`src/rtl/bram_copy_seq.sv`:
```
// Sequencer that optionally fills BRAM A, then copies A->B through a read-latency delay line.
// Optional build macro BRAM_COPY_SEQ_AUTORUN_EN: DONE restarts the next pass instead of idling.
module bram_copy_seq #(
  parameter int ADDR_W = 5,
  parameter int DEPTH  = 32,
  parameter int RD_LAT = 1
) (
  input  logic              clk,
  input  logic              rst,
  input  logic              start,
  input  logic              mode,
  input  logic              abort,
  output logic              ena_A,
  output logic              wea_A,
  output logic [ADDR_W-1:0] addra_A,
  output logic              ena_B,
  output logic              wea_B,
  output logic [ADDR_W-1:0] addra_B,
  output logic              busy,
  output logic              done
);

  typedef enum logic [2:0] {IDLE, FILL, COPY, DRAIN, DONE} state_t;

  localparam logic [ADDR_W-1:0] LAST_ADDR  = ADDR_W'(DEPTH - 1);
  localparam logic [ADDR_W-1:0] LAST_DRAIN = ADDR_W'(RD_LAT - 1);

  state_t            state, state_nxt;
  logic [ADDR_W-1:0] cnt, cnt_nxt;
  logic              mode_q, mode_nxt;
  logic              in_pass;
  logic              kill;
  logic              rd;

  logic              dl_v [RD_LAT];
  logic [ADDR_W-1:0] dl_a [RD_LAT];

  assign in_pass = (state == FILL) || (state == COPY) || (state == DRAIN);
  assign kill    = abort && in_pass;

  always_comb begin
    state_nxt = state;
    mode_nxt  = mode_q;
    unique case (state)
      IDLE: begin
        if (start && !abort) begin
          mode_nxt  = mode;
          state_nxt = mode ? COPY : FILL;
        end
      end
      FILL:  if (cnt == LAST_ADDR)  state_nxt = COPY;
      COPY:  if (cnt == LAST_ADDR)  state_nxt = DRAIN;
      DRAIN: if (cnt == LAST_DRAIN) state_nxt = DONE;
      DONE: begin
`ifdef BRAM_COPY_SEQ_AUTORUN_EN
        state_nxt = abort ? IDLE : (mode_q ? COPY : FILL);
`else
        state_nxt = IDLE;
`endif
      end
      default: state_nxt = IDLE;
    endcase
    if (kill) state_nxt = IDLE;
    // One counter serves every phase: it restarts at 0 on each state change.
    cnt_nxt = ((state_nxt == state) && in_pass) ? cnt + 1'b1 : '0;
  end

  always_ff @(posedge clk or negedge rst) begin
    if (!rst) begin
      state  <= IDLE;
      cnt    <= '0;
      mode_q <= 1'b0;
    end else begin
      state  <= state_nxt;
      cnt    <= cnt_nxt;
      mode_q <= mode_nxt;
    end
  end

  // Outputs are a registered decode of the current state, so they trail it by one cycle.
  always_ff @(posedge clk or negedge rst) begin
    if (!rst) begin
      ena_A   <= 1'b0;
      wea_A   <= 1'b0;
      addra_A <= '0;
      busy    <= 1'b0;
      done    <= 1'b0;
    end else begin
      ena_A   <= !kill && ((state == FILL) || (state == COPY));
      wea_A   <= !kill && (state == FILL);
      addra_A <= (!kill && ((state == FILL) || (state == COPY))) ? cnt : '0;
      busy    <= !kill && in_pass;
      done    <= (state == DONE);
    end
  end

  assign rd = ena_A && !wea_A;

  always_ff @(posedge clk or negedge rst) begin
    if (!rst) begin
      for (int unsigned i = 0; i < unsigned'(RD_LAT); i++) begin
        dl_v[i] <= 1'b0;
        dl_a[i] <= '0;
      end
    end else if (kill) begin
      for (int unsigned i = 0; i < unsigned'(RD_LAT); i++) begin
        dl_v[i] <= 1'b0;
        dl_a[i] <= '0;
      end
    end else begin
      dl_v[0] <= rd;
      dl_a[0] <= rd ? addra_A : '0;
      for (int unsigned i = 1; i < unsigned'(RD_LAT); i++) begin
        dl_v[i] <= dl_v[i-1];
        dl_a[i] <= dl_a[i-1];
      end
    end
  end

  assign ena_B   = dl_v[RD_LAT-1];
  assign wea_B   = dl_v[RD_LAT-1];
  assign addra_B = dl_a[RD_LAT-1];

endmodule

```
`config.mk`:
```
export PLATFORM = sky130hd
export DESIGN_NAME = bram_copy_seq
export DESIGN_NICKNAME = d
export VERILOG_FILES = /design/src/rtl/bram_copy_seq.sv
export SDC_FILE = /design/constraint.sdc
export NUM_CORES = 1
export LEC_CHECK = 0
export BUFFER_PORTS_ARGS = -buffer_cell sky130_fd_sc_hd__buf_2
export CORE_MARGIN = 10
export CORE_UTILIZATION = 30
export CTS_CLUSTER_DIAMETER = 50
export CTS_CLUSTER_SIZE = 20
export DETAILED_ROUTE_END_ITERATION = 8
export GPL_TIMING_DRIVEN = 1
export MAX_ROUTING_LAYER = met4
export PLACE_DENSITY = 0.6
export SLEW_MARGIN = 30
export SYNTH_ARGS = -nofsm -noshare
export SYNTH_HDL_FRONTEND = slang
export SYNTH_SLANG_ARGS = --single-unit
```
`constraint.sdc`:
```
create_clock -name clk -period 3 [get_ports clk]
set_input_delay 0.75 -clock clk [delete_from_list [all_inputs] [get_ports clk]]
set_output_delay 0.75 -clock clk [all_outputs]
set_load 0.1 [all_outputs]
```
# [Yosys cells after proc, flatten, opt, wreduce, memory -nomap -nowiden]
# Cells that the tools add are included.
[totals] wordCells=42 rom_bits=0 output_inout_bits=16 latch_bits=0 ram_bits=0 mem_count=0 inputBits=5 regBits=23
[op_classes] bitwise=0 multipliers=0 magnitude_cmp=0 mux=12 n_div=0 n_reduce_logical=14 shifts=0 add_sub_neg=1 n_eq_ne=6
[ops] op="$mux 5" n=4
[ops] op="$mux 3" n=5
[ops] op="$pmux 3 s4" n=1
[ops] op="$logic_and 1x1->1" n=7
[ops] op="$eq 3x2->1 const B" n=2
[ops] op="$add 5x1->5 const B" n=1
[ops] op="$eq 5x5->1 const B" n=1
[ops] op="$logic_not 5->1" n=1
[ops] op="$eq 3x1->1 const B" n=1
[ops] op="$eq 3x3->1" n=1
[ops] op="$eq 3x3->1 const B" n=1
[ops] op="$logic_not 1->1" n=3
[ops] op="$logic_not 3->1" n=1
[ops] op="$logic_or 1x1->1" n=2
[ops] op="$mux 2" n=1
[ops] op="$mux 1" n=1

# [Longest topological paths before layout]
# Gate-level depths: netlist of run 1.
[depth] word_depth=8 ltp_mapped=6

# [Least setup slack after synthesis of run 1]
# OpenSTA, ideal clock, no wires.
[synth_path] path_type="register to output" startpoint="reg dl_v, in the netlist ena_B" endpoint="out wea_B" required_ps=2250 arrival_ps=1324 stages_incl_launch_ff=2 path_slack_ps=926 path_buffers=1 cell_sequence="dfrtp_1 -> buf_4"
[synth_rtl] element="start: declaration" line="35" text="logic dl_v [RD_LAT];"
[synth_rtl] element="start signal: indexed assignment" line="114" text="dl_v[i] <= dl_v[i-1];"
[synth_rtl] element="end: declaration" line="17" text="output logic wea_B,"
# No word-level cell between the ends.

# [Final worst setup path of run 1]
[layout_path] startpoint="reg wea_A" endpoint="out wea_A"
[layout_rtl] element="start: declaration" line="14" text="output logic wea_A,"
[layout_rtl] element="start signal: assignment" line="90" text="wea_A <= !kill && (state == FILL);"
# No word-level cell between the ends.

==> run_results.csv, run 1 <==
group,metric,value,unit
detailed_routing,detail_route.drc_violations,0,
clocking,clock_tree.buffer_depth,2,
setup_path,maximum_single_stage_delay_on_the_critical_path,0.44,ns
timing,setup_tns,0,ns
timing,hold-worst-slack,0.384,ns
detailed_routing,drtPass1Iterations,3,
global_route,grt_first_pass_wirelength,3010,um
synthesis,async_reset_ff_share,100,%
clocking,clock_buffer_count_from_cts,3,
timing,min_period,1.91,ns
placed_design,detailed_place_hpwl,1360,um
setup_path,cp.arrival,1.16,ns
synthesis,synth_most_common_cell,"sky130_fd_sc_hd__dfrtp_1",
finish,finish.instance_area,0.00116,mm^2
synthesis,number_of_enable_type_register_cells_in_the_synthesized_netlist,0,
synthesis,yosysUniqueCellTypes,27,
detailed_routing,initialDrtViolationCount,7,
global_route,largest_net_degree_at_the_start_of_global_routing,24,
timing,share_of_the_clock_period_used_by_the_worst_path_after_layout,63.5,%
clocking,insertion_delay,0.31,ns
setup_path,crit_path_top_delay_cell,"sky130_fd_sc_hd__buf_2",
timing,final-setup-viol-count,0,
synthesis,yosys-top-cells-area,"sky130_fd_sc_hd__dfrtp_1 57%, sky130_fd_sc_hd__and2_1 6.2%, sky130_fd_sc_hd__a211oi_1 4.5%",
timing,post-route-worst-setup-slack,1.09,ns
detailed_routing,routed_vias,667,
detailed_routing,ant_nets,0,
floorplan,die_h,77.9,um
clocking,cts_resized,0,
synthesis,synth_area_per_cell,12.6,um^2
timing,final_max_slew_viol_count,0,
finish,area.growth.synth_to_final,15.5,%
placed_design,placed_area,0.00113,mm^2
floorplan,rows,20,
global_route,antenna_violations_before_repair,0,
setup_path,critical_path_cell_sequence,"buf_2",
detailed_routing,detail_route.vias_per_cell,4.63,
clocking,cts-root-buf,"sky130_fd_sc_hd__clkbuf_4",
setup_path,endpoint_kind,"output port",
synthesis,portion_of_the_post_synthesis_area_used_by_sequential_elements,57.2,%
synthesis,yosys_register_bits,23,
setup_path,crit_fanout,2,
worst_hold_path,min-delay-path-class,"primary input to asynchronous set/reset pin",
floorplan,die_area,0.00607,mm^2
timing,max_clock_freq,0.525,GHz
synthesis,syn_nets,88,
placed_design,gp_congestion,0.710,
finish,fin_nets,109,
timing,worst-slew-pin-transition,0.565,ns
setup_path,criticalPathCategory,"register to output port",
floorplan,fp.coreArea,0.00313,mm^2
job,timing.max_cap.violations,0,
finish,antenna-diode-count,0,
timing,clock_skew,0.00491,ns
power_and_ir_drop,vdd_drop_max,0.000229,V
outcome,outcome,"finished clean",
power_and_ir_drop,p_leak,0.570,nW
floorplan,ios,21,
timing,hold_violations,0,
setup_path,critical_path_cell_count,1,
floorplan,fp.dieW,77.9,um
setup_path,regToRegSetupSlack,1.16,ns
placed_design,buffer_ports.inserted,20,
synthesis,yosysWarnings,0,
setup_path,dominant_delay_contributor_by_cell_family_on_the_critical_path,"buffers and inverters",
power_and_ir_drop,power_density,815,mW/mm^2
synthesis,synth.cells.most_frequent,"23 x sky130_fd_sc_hd__dfrtp_1, 10 x sky130_fd_sc_hd__and2_1, 7 x sky130_fd_sc_hd__inv_1",
floorplan,initial_utilization,32.2,%
clocking,number_of_levels_in_the_clock_h_tree,1,
placed_design,minimum_setup_slack_after_placement,1.17,ns
global_route,global_route.usage.total,6.33,%
setup_path,critical_path.startpoint_type,"register",
synthesis,netlist_area,0.00101,mm^2
detailed_routing,routedWlPerCell,12.4,um
global_route,global_route.overflow_total,0,
synthesis,yosys.area.top_type,"sky130_fd_sc_hd__dfrtp_1",
global_route,first_global_vias,638,
clocking,clock_sink_count,23,
finish,drive_gt1_share,30.0,%
setup_path,cp_data_required_time,2.25,ns
clocking,cts.hold.buffers_added,0,
clocking,cts_setup_buffers,0,
synthesis,synth_ff_type,"sky130_fd_sc_hd__dfrtp_1",
detailed_routing,drt-total-wl,1790,um
synthesis,syn-instance-count,80,
synthesis,top_cell_type_s_share_of_synthesized_area,57.2,%
timing,timing.slew.headroom,62.1,%
setup_path,cell_count_of_the_worst_reg_to_reg_path,6,
timing,grt_setup_unrepaired,"no",
clocking,cts_tree,"built",
clocking,clock_pin_slew_reported_for_the_worst_setup_and_hold_paths_after_clock_tree_synthesis,0.12,ns
setup_path,cp_num_buf_inv,1,
state kept, by name (all words and copies together) (netlist names):
name / cells
state: 3
addra_A: 5
busy: 1
wea_A: 1
cnt: 5
ena_B: 1
done: 1
addra_B: 5
ena_A: 1
path summary, 6_finish.rpt:
kind                                           start                   end
worst min-delay path                             rst       wea_A$_DFF_PN0_
max in group asynchronous                        rst  addra_A[3]$_DFF_PN0_
worst max register to register      cnt[0]$_DFF_PN0_      cnt[3]$_DFF_PN0_
min in group clk                addra_A[2]$_DFF_PN0_  addra_B[2]$_DFF_PN0_
worst max-delay path                 wea_A$_DFF_PN0_                 wea_A
worst min register to register  addra_A[2]$_DFF_PN0_  addra_B[2]$_DFF_PN0_
layout by cell type, fill, tap and decap left out, types with 2 or more instances in the layout:
cell type / netlist / routed
sky130_fd_sc_hd__nor4_1: 3 / 3
sky130_fd_sc_hd__a211oi_1: 6 / 6
sky130_fd_sc_hd__nand3_1: 3 / 3
sky130_fd_sc_hd__inv_1: 7 / 7
sky130_fd_sc_hd__nor2_1: 2 / 2
sky130_fd_sc_hd__ha_1: 3 / 3
sky130_fd_sc_hd__a221oi_1: 2 / 2
sky130_fd_sc_hd__buf_2: 0 / 20
sky130_fd_sc_hd__o22ai_1: 2 / 2
sky130_fd_sc_hd__clkbuf_4: 0 / 3
sky130_fd_sc_hd__dfrtp_1: 23 / 23
sky130_fd_sc_hd__xnor2_1: 2 / 2
sky130_fd_sc_hd__and2_1: 10 / 10
per-stage QoR:
stage | instances | power (mW) | util [%]
floorplan | 80 | 0.759 | -
global placement | 140 | 0.811 | 36.3
detailed placement | 140 | 0.817 | 36.3
CTS | 144 | 0.957 | 37.2
global route | 144 | 1.01 | 37.2
finish | 144 | 0.947 | 37.2
power breakdown:
group | switching [mW] | total, mW | internal, mW | leakage, nW
Clock | 0.0895 | 0.139 | 0.0497 | 0.0177
Combinational | 0.302 | 0.409 | 0.106 | 0.236
Sequential | 0.0517 | 0.400 | 0.348 | 0.316
routing by layer:
| layer | share of wire (%) | GRT usage [%] |
|---|---|---|
| met5 | 0 | - |
| met2 | 45 | 9.37 |
| met3 | 7.6 | 2.42 |
| met4 | 2.9 | 4.84 |
| met1 | 45 | 6.72 |
final cells by class:
cell class                      instances  area (um^2)
Clock inverter                          1         5.00
Sequential cell                        23          576
Fill cell                             319         1970
Multi-Input combinational cell         46          378
Clock buffer                            3         22.5
Inverter                                7         26.3
Timing Repair Buffer                   20          100
Tap cell                               44         55.1
cells by family after synthesis:
| family | count (synthesis) | share of synthesized area, % |
|---|---|---|
| AND/OR/NAND/NOR | 27 | 17.7 |
| flip-flops | 23 | 57.2 |
| AO/OA/AOI/OAI | 13 | 13.6 |
| buffers and inverters | 11 | 5.22 |
| XOR/XNOR | 3 | 2.61 |
| adder cells (fa/ha/maj) | 3 | 3.73 |
Power figures use the tool's default switching activity.
==> inputs of run 2 (changes only) <==
==> constraint.sdc (replaced) <==
create_clock -name clk -period 1.9 [get_ports clk]
set_input_delay 0.475 -clock clk [delete_from_list [all_inputs] [get_ports clk]]
set_output_delay 0.475 -clock clk [all_outputs]
set_load 0.1 [all_outputs]
==> run_results.csv, run 2 (synthesis gave the netlist of run 1 again) <==
group,metric,value,unit
job,timing.max_cap.violations,0,
floorplan,rows,20,
floorplan,die_area,0.00607,mm^2
power_and_ir_drop,p_leak,0.582,nW
timing,hold_violations,0,
clocking,clock_pin_slew_reported_for_the_worst_setup_and_hold_paths_after_clock_tree_synthesis,0.13,ns
timing,worst-slew-pin-transition,0.631,ns
clocking,clock_tree.buffer_depth,2,
setup_path,crit_fanout,5,
floorplan,die_h,77.9,um
outcome,outcome,"finished clean",
finish,layout.cells.most_common,"sky130_fd_sc_hd__dfrtp_1",
detailed_routing,routed_vias,699,
floorplan,fp.dieW,77.9,um
setup_path,cp.arrival,2.03,ns
timing,share_of_the_clock_period_used_by_the_worst_path_after_layout,94.0,%
clocking,clock_sink_count,23,
placed_design,buffer_ports.inserted,20,
finish,antenna-diode-count,0,
clocking,cts_tree,"built",
finish,regArea,576,um^2
clocking,cts.hold.buffers_added,0,
global_route,global_route.usage.total,6.89,%
placed_design,minimum_setup_slack_after_placement,0.0858,ns
power_and_ir_drop,power_density,1310,mW/mm^2
global_route,first_global_vias,681,
finish,filler_instances,316,
global_route,antenna_violations_before_repair,0,
placed_design,gp_congestion,0.795,
finish,drive_gt1_share,33.3,%
timing,min_period,1.79,ns
detailed_routing,detail_route.vias_per_cell,4.79,
placed_design,detailed_place_hpwl,1450,um
timing,max_clock_freq,0.560,GHz
global_route,largest_net_degree_at_the_start_of_global_routing,24,
setup_path,cp_data_required_time,2.14,ns
detailed_routing,initialDrtViolationCount,33,
detailed_routing,routedWlPerCell,13.6,um
clocking,clock_buffer_count_from_cts,3,
floorplan,initial_utilization,32.2,%
setup_path,endpoint_kind,"register",
timing,clock_skew,0.0104,ns
detailed_routing,drt-total-wl,1980,um
power_and_ir_drop,vdd_drop_max,0.000333,V
floorplan,fp.coreArea,0.00313,mm^2
global_route,grt_first_pass_wirelength,3230,um
timing,final_max_slew_viol_count,0,
floorplan,ios,21,
finish,area.growth.synth_to_final,17.8,%
placed_design,placed_area,0.00114,mm^2
timing,post-route-worst-setup-slack,0.114,ns
finish,area_of_the_multi_input_gates,385,um^2
timing,final-setup-viol-count,0,
worst_hold_path,min-delay-path-class,"primary input to asynchronous set/reset pin",
power_and_ir_drop,power,1.55,mW
clocking,number_of_levels_in_the_clock_h_tree,1,
clocking,insertion_delay,0.32,ns
global_route,global_route.overflow_total,0,
finish,fin_nets,111,
setup_path,critical_path.startpoint_type,"register",
detailed_routing,drtPass1Iterations,4,
finish,finish.instance_area,0.00118,mm^2
clocking,cts-root-buf,"sky130_fd_sc_hd__clkbuf_4",
detailed_routing,ant_nets,0,
setup_path,criticalPathCategory,"register to register",
timing,setup_tns,0,ns
finish,final_cell_mix,"23 x sky130_fd_sc_hd__dfrtp_1, 20 x sky130_fd_sc_hd__buf_2, 10 x sky130_fd_sc_hd__and2_1",
timing,timing.slew.headroom,57.7,%
detailed_routing,detail_route.drc_violations,0,
[run 2: changes by cell type in the layout (fill, tap and decap cells not counted)]
cell                       before  now
sky130_fd_sc_hd__nor2b_1        1    0
sky130_fd_sc_hd__a211oi_1       6    5
sky130_fd_sc_hd__a211oi_2       0    1
sky130_fd_sc_hd__nor2b_2        0    1
sky130_fd_sc_hd__buf_4          0    2
[run 2: worst max-delay path, stage by stage, from the launching register on]
cell,delay [ns]
sky130_fd_sc_hd__dfrtp_1,0.43
sky130_fd_sc_hd__ha_1,0.21
sky130_fd_sc_hd__and3_1,0.18
sky130_fd_sc_hd__ha_1,0.20
sky130_fd_sc_hd__and2_1,0.17
sky130_fd_sc_hd__a31o_2,0.26
sky130_fd_sc_hd__a211oi_1,0.25
[run 2: per-stage QoR]
step,instances,hold WS (ns),utilization [%]
after floorplan,80,0.179,-
after global placement,141,0.458,36.5
after detailed placement,141,0.462,36.5
after CTS,145,0.120,37.4
after global routing,146,0.131,37.9
final,146,0.0968,37.9
[run 2: cell type report]
cell class	count	share of cell area [%]
Tap cell	44	4.65
Clock buffer	3	1.90
Inverter	7	2.22
Multi-Input combinational cell	46	32.5
Clock inverter	1	0.422
Sequential cell	23	48.6
Timing Repair Buffer	22	9.71
[run 2: where the power goes]
group	switching [mW]	total, mW	internal, mW
logic	0.522	0.717	0.195
clock network	0.152	0.231	0.0789
registers	0.0569	0.607	0.550
[run 2: worst paths after layout]
kind | start | to | slack, ns | depth (start not counted)
hold / removal | rst | busy$_DFF_PN0_ | 0.1 | 1
hold reg to reg | addra_A[4]$_DFF_PN0_ | addra_B[4]$_DFF_PN0_ | 0.49 | 1
setup reg to reg | cnt[1]$_DFF_PN0_ | cnt[1]$_DFF_PN0_ | 0.11 | 6
setup / recovery | cnt[1]$_DFF_PN0_ | cnt[1]$_DFF_PN0_ | 0.11 | 6
min in group clk | start | state[0]$_DFF_PN0_ | 0.43 | 3
max in group asynchronous | rst | ena_B$_DFF_PN0_ | 1.45 | 1
[run 2: routing by layer]
metal | global-route usage [%] | vias up | wire, um
li1 | - | 327 | -
met5 | - | - | 0
met1 | 7.71 | 343 | 847
met3 | 3.11 | 5 | 165
met4 | 3.76 | 0 | 38
met2 | 10.0 | 24 | 931
[run 2: repair_timing]
action,CTS,global route
resized for setup,0,2
setup endpoints to repair,0,2
setup buffers,0,1
==> inputs of run 3 (changes only) <==
--- a/config.mk
+++ b/config.mk
@@ -5,6 +5,7 @@
 export SDC_FILE = /design/constraint.sdc
 export NUM_CORES = 1
 export LEC_CHECK = 0
+export ABC_AREA = 1
 export BUFFER_PORTS_ARGS = -buffer_cell sky130_fd_sc_hd__buf_2
 export CORE_MARGIN = 10
 export CORE_UTILIZATION = 30
==> run_results.csv, run 3 <==
group,metric,value,unit
outcome,outcome,"finished clean",
synthesis,number_of_enable_type_register_cells_in_the_synthesized_netlist,0,
power_and_ir_drop,netSwitchingPower,0.836,mW
clocking,insertion_delay,0.30,ns
floorplan,ios,21,
clocking,clock_tree.buffer_depth,2,
detailed_routing,detail_route.vias_per_cell,4.20,
global_route,global_route.overflow_total,0,
global_route,global_route.usage.total,6.16,%
synthesis,synth_area_per_cell,8.66,um^2
clocking,clock_buffer_count_from_cts,3,
synthesis,synth.cells.most_frequent,"25 x sky130_fd_sc_hd__inv_1, 24 x sky130_fd_sc_hd__nor2_1, 23 x sky130_fd_sc_hd__dfrtp_1",
power_and_ir_drop,comb_power_share,50.1,%
floorplan,fp.coreArea,0.00310,mm^2
finish,filler_instances,343,
synthesis,top_cell_type_s_share_of_synthesized_area,58.3,%
synthesis,yosysUniqueCellTypes,16,
finish,final_cell_mix,"23 x sky130_fd_sc_hd__inv_1, 23 x sky130_fd_sc_hd__dfrtp_1, 20 x sky130_fd_sc_hd__buf_2",
setup_path,critical_path.startpoint_type,"register",
synthesis,netlist_area,987,um^2
timing,final-setup-viol-count,0,
timing,hold_violations,0,
setup_path,cell_count_of_the_worst_reg_to_reg_path,12,
power_and_ir_drop,power_report.internal_total,0.816,mW
synthesis,yosysWarnings,0,
timing,grt_setup_unrepaired,"yes",
synthesis,syn_nets,122,
clocking,clock_sink_count,23,
clocking,cts_tree,"built",
setup_path,critical_path.reg2reg.endpoint,"cnt[1]$_DFF_PN0_",
detailed_routing,routed_vias,768,
power_and_ir_drop,sequential_power_share,36.8,%
power_and_ir_drop,p_sw_share,50.6,%
floorplan,rows,20,
power_and_ir_drop,vdd_drop_max,0.000285,V
timing,min_period,1.76,ns
synthesis,yosys_register_bits,23,
detailed_routing,drt-total-wl,1850,um
placed_design,gp_congestion,0.867,
setup_path,maximum_single_stage_delay_on_the_critical_path,0.42,ns
detailed_routing,initialDrtViolationCount,33,
timing,share_of_the_clock_period_used_by_the_worst_path_after_layout,92.8,%
timing,final_max_slew_viol_count,0,
synthesis,synth_most_common_cell,"sky130_fd_sc_hd__inv_1",
synthesis,async_reset_ff_share,100,%
timing,clock_skew,0.00604,ns
floorplan,initial_utilization,31.8,%
placed_design,detailed_place_hpwl,1430,um
synthesis,yosys.area.top_type,"sky130_fd_sc_hd__dfrtp_1",
setup_path,dominant_delay_contributor_by_cell_family_on_the_critical_path,"simple AND/OR/NAND/NOR gates",
setup_path,regToRegSetupSlack,0.14,ns
detailed_routing,ant_nets,0,
global_route,antenna_violations_before_repair,0,
detailed_routing,routedWlPerCell,10.1,um
setup_path,cp.arrival,2.00,ns
clocking,cts-root-buf,"sky130_fd_sc_hd__clkbuf_4",
global_route,largest_net_degree_at_the_start_of_global_routing,24,
detailed_routing,detail_route.drc_violations,0,
setup_path,critical_path_cell_count,12,
floorplan,fp.dieW,77.4,um
setup_path,crit_fanout,5,
setup_path,criticalPathCategory,"register to register",
finish,fin_nets,148,
synthesis,syn-instance-count,114,
clocking,number_of_levels_in_the_clock_h_tree,1,
setup_path,critPathMostFrequentCell,"sky130_fd_sc_hd__nor2_1",
synthesis,synth_ff_type,"sky130_fd_sc_hd__dfrtp_1",
synthesis,yosys-top-cells-area,"sky130_fd_sc_hd__dfrtp_1 58%, sky130_fd_sc_hd__inv_1 9.5%, sky130_fd_sc_hd__nor2_1 9.1%",
floorplan,die_area,0.00599,mm^2
timing,max_clock_freq,0.567,GHz
global_route,first_global_vias,712,
power_and_ir_drop,p_leak,0.708,nW
finish,antenna-diode-count,0,
power_and_ir_drop,power_density,1350,mW/mm^2
synthesis,portion_of_the_post_synthesis_area_used_by_sequential_elements,58.3,%
placed_design,placed_area,0.00113,mm^2
finish,final_core_util,39.4,%
setup_path,cp_num_buf_inv,1,
floorplan,die_h,77.4,um
job,timing.max_cap.violations,0,
timing,timing.slew.headroom,67.3,%
timing,worst-slew-pin-transition,0.490,ns
global_route,grt_first_pass_wirelength,3010,um
setup_path,endpoint_kind,"register",
finish,finish.instance_area,0.00122,mm^2
setup_path,crit_path_top_delay_cell,"sky130_fd_sc_hd__dfrtp_1",
setup_path,worstReg2RegStart,"cnt[0]$_DFF_PN0_",
detailed_routing,drtPass1Iterations,4,
finish,drive_gt1_share,28.8,%
finish,area.growth.synth_to_final,23.7,%
setup_path,cp_data_required_time,2.14,ns
clocking,clock_pin_slew_reported_for_the_worst_setup_and_hold_paths_after_clock_tree_synthesis,0.12,ns
worst_hold_path,min-delay-path-class,"primary input to asynchronous set/reset pin",
setup_path,critical_path_cell_sequence,"ha_2, nand2_1, nor2_1, ha_2, inv_2, nor2_1, nor2_1, nand2_2, nand3_1, nand2_2, nand3_4, nor2_2",
power_and_ir_drop,clock_power_share,13.1,%
placed_design,buffer_ports.inserted,20,
run 3: cell types whose count changed after synthesis, moves of 4 or more:
cell	before	now
sky130_fd_sc_hd__nand3_1	3	7
sky130_fd_sc_hd__inv_1	7	25
sky130_fd_sc_hd__nand2_1	1	21
sky130_fd_sc_hd__and2_1	10	0
sky130_fd_sc_hd__a211oi_1	6	0
sky130_fd_sc_hd__nor2_1	2	24
run 3: layout make-up:
type | instances | area (um^2) | share of cell area, %
Sequential cell | 23 | 576 | 47.1
Multi-Input combinational cell | 64 | 352 | 28.8
Timing Repair Buffer | 22 | 115 | 9.43
Inverter | 26 | 97.6 | 7.99
Tap cell | 44 | 55.1 | 4.51
Clock buffer | 4 | 26.3 | 2.15
run 3: power groups by stage:
stage | clock network (mW) | logic, mW | registers (mW)
after global placement | 0 | 0.720 | 0.615
after global routing | 0.244 | 0.899 | 0.617
after detailed placement | 0 | 0.727 | 0.618
after floorplan | 0 | 0.366 | 0.856
after CTS | 0.226 | 0.729 | 0.608
final | 0.216 | 0.828 | 0.608
run 3: what timing repair did:
item                                    4_1_cts  5_1_grt
hold buffers                                  0        0
resized for setup                             0       16
buffers inserted                              0        2
endpoints found under the setup margin        0        5
run 3: worst max path at each step:
stage	from	slack, ns	endpoint
after floorplan	ena_B$_DFF_PN0_	0.10	wea_B
after global placement	cnt[0]$_DFF_PN0_	0.20	cnt[0]$_DFF_PN0_
after detailed placement	cnt[0]$_DFF_PN0_	0.14	cnt[2]$_DFF_PN0_
after CTS	cnt[0]$_DFF_PN0_	0.11	cnt[2]$_DFF_PN0_
after global routing	cnt[0]$_DFF_PN0_	-0.03	cnt[1]$_DFF_PN0_
final	cnt[0]$_DFF_PN0_	0.14	cnt[1]$_DFF_PN0_
run 3: kinds of logic after synthesis:
family | count (synthesis) | share of synthesized area, %
compound gates | 1 | 0.506
xor+xnor | 2 | 1.77
buf+inv | 27 | 10.6
flops | 23 | 58.3
fa+ha+maj | 3 | 3.80
simple gates | 58 | 25.0
run 3: metrics by stage:
step / instances / hold WS (ns) / power [mW] / TNS (ns) / setup slack [ns]
after global routing: 183 / 0.135 / 1.76 / -0.0722 / -0.0325
after CTS: 181 / 0.127 / 1.56 / 0 / 0.114
after global placement: 177 / 0.445 / 1.34 / 0 / 0.199
final: 183 / 0.114 / 1.65 / 0 / 0.137
after detailed placement: 177 / 0.449 / 1.34 / 0 / 0.143
after floorplan: 114 / 0.179 / 1.22 / 0 / 0.101
run 3: metal layers:
layer | track usage [%] | wire length [um] | part of all wire (%)
met5 | - | 0 | 0
met4 | 3.83 | 46 | 2.5
met3 | 2.30 | 186 | 10
met2 | 9.62 | 858 | 46
met1 | 6.48 | 754 | 41
